**src/rtl/pic_int_pkg.sv**
```systemverilog
// Shared constants and types for the Timer0 interrupt controller.
package pic_int_pkg;

    localparam int unsigned INTCON_W = 8;

    localparam int unsigned GIE_B    = 7;
    localparam int unsigned PEIE_B   = 6;
    localparam int unsigned TMR0IE_B = 5;
    localparam int unsigned INTE_B   = 4;
    localparam int unsigned IOCIE_B  = 3;
    localparam int unsigned TMR0IF_B = 2;
    localparam int unsigned INTF_B   = 1;
    localparam int unsigned IOCIF_B  = 0;

    localparam logic [6:0]  INTCON_ADDR = 7'h0B;
    localparam int unsigned PC_W_DEF    = 15;
    localparam logic [14:0] VECTOR_DEF  = 15'h0004;

    typedef enum logic [1:0] {
        IDLE = 2'd0,
        REQ  = 2'd1,
        ISR  = 2'd2
    } state_t;

endpackage

```
**src/rtl/edge_det.sv**
```systemverilog
// Optional synchronizer followed by a selectable rising/falling edge detector.
// Edges are suppressed until the history register holds a post-reset sample.
module edge_det #(
    parameter int unsigned SYNC_STAGES = 0
) (
    input  logic clock,
    input  logic reset,
    input  logic d,
    input  logic edge_sel,
    output logic edge_c
);

    localparam int unsigned VLD_W = SYNC_STAGES + 1;

    logic             s;
    logic             hist_q;
    logic [VLD_W-1:0] vld_q;

    generate
        if (SYNC_STAGES == 0) begin : g_nosync
            assign s = d;
        end else begin : g_sync
            logic [SYNC_STAGES-1:0] sync_q;

            always_ff @(posedge clock or negedge reset) begin
                if (!reset) begin
                    sync_q <= '0;
                end else begin
                    sync_q[0] <= d;
                    for (int i = 1; i < int'(SYNC_STAGES); i++) begin
                        sync_q[i] <= sync_q[i-1];
                    end
                end
            end

            assign s = sync_q[SYNC_STAGES-1];
        end
    endgenerate

    // vld_q marks when hist_q holds a real sample, so a level present at reset release is not an edge
    always_ff @(posedge clock or negedge reset) begin
        if (!reset) begin
            hist_q <= 1'b0;
            vld_q  <= '0;
        end else begin
            hist_q   <= s;
            vld_q[0] <= 1'b1;
            for (int i = 1; i < int'(VLD_W); i++) begin
                vld_q[i] <= vld_q[i-1];
            end
        end
    end

    assign edge_c = vld_q[VLD_W-1] & (edge_sel ? (s & ~hist_q) : (~s & hist_q));

endmodule

```
**src/rtl/int_ctrl.sv**
```systemverilog
// INTCON owner and interrupt request/acknowledge FSM downstream of Timer0.
// Optional external INT pin support is enabled by defining INT_PIN_EN.
module int_ctrl
    import pic_int_pkg::*;
#(
    parameter int unsigned     PC_W   = PC_W_DEF,
    parameter logic [PC_W-1:0] VECTOR = PC_W'(VECTOR_DEF)
) (
    input  logic                clock,
    input  logic                reset,
    input  logic                tmr_flag,
    input  logic                intcon_we,
    input  logic [INTCON_W-1:0] intcon_wdata,
    output logic [INTCON_W-1:0] intcon_rdata,
    output logic                irq_req,
    input  logic                irq_ack,
    output logic [PC_W-1:0]     vector_pc,
`ifdef INT_PIN_EN
    input  logic                int_pin,
    input  logic                int_edge,
`endif
    input  logic                retfie
);

    state_t state_q, state_d;
    logic   gie_q, gie_d;
    logic   peie_q, peie_d;
    logic   tmr0ie_q, tmr0ie_d;
    logic   iocie_q, iocie_d;
    logic   tmr0if_q, tmr0if_d;
    logic   irq_req_d;
    logic   pending_c;
    logic   tmr_rise_c;
    logic   inte_r, intf_r;

    edge_det #(.SYNC_STAGES(0)) u_tmr_edge (
        .clock    (clock),
        .reset    (reset),
        .d        (tmr_flag),
        .edge_sel (1'b1),
        .edge_c   (tmr_rise_c)
    );

`ifdef INT_PIN_EN
    logic inte_q, inte_d;
    logic intf_q, intf_d;
    logic int_edge_c;

    edge_det #(.SYNC_STAGES(2)) u_int_edge (
        .clock    (clock),
        .reset    (reset),
        .d        (int_pin),
        .edge_sel (int_edge),
        .edge_c   (int_edge_c)
    );

    assign inte_r = inte_q;
    assign intf_r = intf_q;
`else
    logic unused_wdata;
    assign unused_wdata = intcon_wdata[INTE_B] ^ intcon_wdata[INTF_B];
    assign inte_r = 1'b0;
    assign intf_r = 1'b0;
`endif

    logic unused_iocif;
    assign unused_iocif = intcon_wdata[IOCIF_B];

    assign pending_c = gie_q & ((tmr0ie_q & tmr0if_q) | (inte_r & intf_r));

    // State and INTCON registers
    always_ff @(posedge clock or negedge reset) begin
        if (!reset) begin
            state_q   <= IDLE;
            gie_q     <= 1'b0;
            peie_q    <= 1'b0;
            tmr0ie_q  <= 1'b0;
            iocie_q   <= 1'b0;
            tmr0if_q  <= 1'b0;
            irq_req   <= 1'b0;
            vector_pc <= VECTOR;
`ifdef INT_PIN_EN
            inte_q    <= 1'b0;
            intf_q    <= 1'b0;
`endif
        end else begin
            state_q   <= state_d;
            gie_q     <= gie_d;
            peie_q    <= peie_d;
            tmr0ie_q  <= tmr0ie_d;
            iocie_q   <= iocie_d;
            tmr0if_q  <= tmr0if_d;
            irq_req   <= irq_req_d;
            vector_pc <= VECTOR;
`ifdef INT_PIN_EN
            inte_q    <= inte_d;
            intf_q    <= intf_d;
`endif
        end
    end

    // Software write, then hardware flag sets, then FSM control of GIE (highest priority last)
    always_comb begin
        state_d  = state_q;
        gie_d    = gie_q;
        peie_d   = peie_q;
        tmr0ie_d = tmr0ie_q;
        iocie_d  = iocie_q;
        tmr0if_d = tmr0if_q;
`ifdef INT_PIN_EN
        inte_d   = inte_q;
        intf_d   = intf_q;
`endif

        if (intcon_we) begin
            gie_d    = intcon_wdata[GIE_B];
            peie_d   = intcon_wdata[PEIE_B];
            tmr0ie_d = intcon_wdata[TMR0IE_B];
            iocie_d  = intcon_wdata[IOCIE_B];
            tmr0if_d = intcon_wdata[TMR0IF_B];
`ifdef INT_PIN_EN
            inte_d   = intcon_wdata[INTE_B];
            intf_d   = intcon_wdata[INTF_B];
`endif
        end

        if (tmr_rise_c) begin
            tmr0if_d = 1'b1;
        end
`ifdef INT_PIN_EN
        if (int_edge_c) begin
            intf_d = 1'b1;
        end
`endif

        case (state_q)
            IDLE: begin
                if (retfie) begin
                    gie_d = 1'b1;
                end
                if (pending_c) begin
                    state_d = REQ;
                end
            end
            REQ: begin
                if (retfie) begin
                    gie_d = 1'b1;
                end
                if (irq_ack) begin
                    gie_d   = 1'b0;
                    state_d = ISR;
                end else if (!pending_c) begin
                    state_d = IDLE;
                end
            end
            ISR: begin
                if (retfie) begin
                    gie_d   = 1'b1;
                    state_d = IDLE;
                end
            end
            default: begin
                state_d = IDLE;
            end
        endcase

        irq_req_d = (state_d == REQ);
    end

    assign intcon_rdata = {gie_q, peie_q, tmr0ie_q, inte_r, iocie_q, tmr0if_q, intf_r, 1'b0};

endmodule

```
**config.mk**
```make
export PLATFORM = sky130hd
export DESIGN_NAME = int_ctrl
export DESIGN_NICKNAME = d
export VERILOG_FILES = /design/src/rtl/pic_int_pkg.sv /design/src/rtl/edge_det.sv /design/src/rtl/int_ctrl.sv
export SDC_FILE = /design/constraint.sdc
export NUM_CORES = 1
export LEC_CHECK = 0
export ABC_CLOCK_PERIOD_IN_PS = 1060
export CORE_MARGIN = 2
export CORE_UTILIZATION = 34
export DETAILED_ROUTE_END_ITERATION = 16
export PLACE_DENSITY_LB_ADDON = 0.15
export SETUP_SLACK_MARGIN = 0.15
export SLEW_MARGIN = 20
export SYNTH_ARGS = -nofsm -noshare
export SYNTH_HDL_FRONTEND = slang
export SYNTH_SLANG_ARGS = --single-unit
```
**constraint.sdc**
```tcl
create_clock -name clock -period 1.06 [get_ports clock]
set_input_delay 0.212 -clock clock [delete_from_list [all_inputs] [get_ports clock]]
set_output_delay 0.212 -clock clock [all_outputs]
set_load 0.03 [all_outputs]
```
==> results by group <==
Run status
  – Outcome: finished clean

Power and ir drop
  – Clock Power Share: 0.231
  – Int Power: around 710 uW
  – Switching part of the total power: 0.330
  – Static Leak: ~0.00037 uW
  – PwrDens: between 1000 and 1500 nW/um^2
  – Power share of the sequential group: 0.430
  – Combinational share of power: 0.339
  – Switching power: about 350 uW
  – VDD IR-drop max: 0.860 mV

STA
  – Final setup TNS: 0 ps
  – Fin crit period: about 1000 ps
  – Hold Vio Cnt, Final: 0
  – Minimum hold slack: ~240 ps
  – RSZ-0062 raised after global routing: true
  – Final setup violation count: 0
  – Clk_skew: roughly 1.7 ps
  – Max Slew Vio Count: 0
  – PnR worst setup slack: 50.9 ps
  – Fin crit share: 0.952
  – Max Clock Freq: between 900 and 1000 MHz

CTS
  – Clock Path Buffers: 2
  – Clock latency on the worst-skew pair: about 250 ps
  – Worst-path clk slew: about 60 ps
  – Num CTS Buffers: 3
  – CTS tree: built
  – CTS root buffer: clkbuf_4
  – Clk sinks: 10
  – H-tree levels: 1

Job
  – Max Cap Viol: 0

Cells and area
  – Commonest non-fill, non-tap cell in the layout: conb_1
  – Most frequent cells in the layout: conb_1 (19), dfrtp_1 (10), clkdlybuf4s50_1 (9)
  – Final cell count without fillers: 87
  – Finished Cell Area: around 730 um^2
  – Layout cells sized above 1: 0.324
  – Nets@finish: 87
  – Area Growth Syn to Fin: 28.4%
  – ANT cells: 0

Yosys
  – Avg Inst Size Synth: 10.7 um^2
  – Synth warn: 0
  – Register area share after synthesis: 0.440
  – Synth cell types: 15
  – Synth area leaders: dfrtp_1 (44%), buf_4 (30%), mux2_4 (5.3%), a221oi_2 (2.6%), nor3b_1 (2.6%)
  – Area leader, netlist: dfrtp_1
  – Yosys reg bits: 10
  – Mapped Area: 569 um^2
  – Yosys top cell area share: 0.440
  – Cell count after synthesis: 53

Placed design
  – Placed Area: between 600 and 700 um^2
  – Dpl hpwl: ~600 um
  – Pre-CTS worst setup slack: -224 ps
  – RePlAce Congestion: about 0.65
  – Port bufs: 16
  – Inst Count DP: 80

Critical path
  – Critical Path Fanout Max: 2
  – CP Class: reg2out
  – CP arrival: ~800 ps
  – Critical Path Slowest Stage Cell: dfrtp_1
  – CP Data Required Time: 850 ps
  – FF-to-FF End: gie_q
  – Buffers and inverters on the worst path: 1
  – Startpoint types: register
  – Crit-path cells: buf_6
  – Cells on worst reg2reg path: 4
  – Critical Path End Type: output pin
  – Setup crit start: gie_q
  – Crit path max-delay family: flip-flops
  – Crit-path max cell delay: approximately 400 ps
  – Worst r2r src: gie_q
  – Crit path depth: 1
  – Reg2reg setup slack: roughly 80 ps

Global routing
  – Vias in the first global route: between 300 and 400
  – Pin count of the biggest net entering global routing: 11
  – First-pass GRT wire length: ~1.3 mm
  – Total GRT Usage: 0.0923
  – Initial antenna violation count: 0
  – Total gr overflow: 0

Floorplan
  – Core box area: between 1500 and 2000 um^2
  – Cell Rows: 14
  – Die Ht: 44.9 um
  – Die area: 2020 um^2
  – Die width: ~45 um
  – Initial Utilization: 0.369
  – IO Pins: 38

Routing
  – Wire per inst: 9.52 um
  – Via density: roughly 4.0
  – Post-route ant nets: 0
  – Drt pass-1 iters: 1
  – Drt drc: 0
  – Iter 0 DRT Violations: 0
  – Vias: about 350
  – DRT Wirelength: 828 um

Worst hold path
  – HP Class: in2async
## cells in the mapped netlist
cell / instances
conb_1: 2
nand2_1: 3
dfrtp_1: 10
nor2_1: 3
nor3b_1: 2
mux2i_1: 1
buf_4: 23
nand3_1: 1
o21ai_0: 1
nor2b_1: 1
buf_6: 1
a221oi_2: 1
mux2_2: 1
a21o_1: 1
mux2_4: 2
## through the flow
step | total power, uW | utilization
4_1_cts | 1050 | 0.459
2_1_floorplan | 732 | -
3_5_place_dp | 753 | 0.408
5_1_grt | 1120 | 0.474
3_3_place_gp | 752 | 0.408
6_report | 1060 | 0.474
## area by class of cell
cell class              instances  area [um^2]
flip-flops and latches         10          250
multi-input cells              36          219
well taps                      16         20.0
fillers                       163          811
repair buffers                 22          219
clock buffers                   3         22.5
## worst max-delay path by stage
stage | to | slack (ps)
floorplan | gie_q | 230
global placement | peie_q | -220
detailed placement | peie_q | -220
CTS | intcon_rdata[6] | 50
global route | intcon_rdata[6] | 20
finish | intcon_rdata[7] | 50
## routing by layer
metal	global-route usage	up-vias	part of all wire
met4	0.0176	0	0
met2	0.166	20	0.53
met5	0	-	0
met3	0.0600	0	0.093
li1	-	166	-
met1	0.0882	159	0.38
## power groups by stage
stage	clock network (uW)	logic (uW)	registers, uW
finish	244	358	454
global route	276	382	459
CTS	259	343	451
detailed placement	0	295	458
global placement	0	294	458
floorplan	0	271	462
## timing repair
action / CTS / global route
hold endpoints to repair: 0 / 0
pin swaps: 1 / 2
gates resized for setup: 8 / 6
hold buffers: 0 / 0
endpoints found under the setup margin: 11 / 10
buffers inserted: 4 / 0
## cells by family after synthesis
family,after synthesis,share of synthesized area
DFF,10,0.440
AOI/OAI and AO/OA,3,0.0483
muxes,4,0.0901
buffers and inverters,24,0.323
other,2,0.0132
and+or+nand+nor,10,0.0857
## registers in the layout (all words and copies together) (netlist names)
signal,flops
tmr0if_q,1
peie_q,1
tmr0ie_q,1
irq_req,1
u_tmr_edge.hist_q,1
iocie_q,1
gie_q,1
state_q,2
u_tmr_edge.vld_q,1
Power figures use the tool's default switching activity.
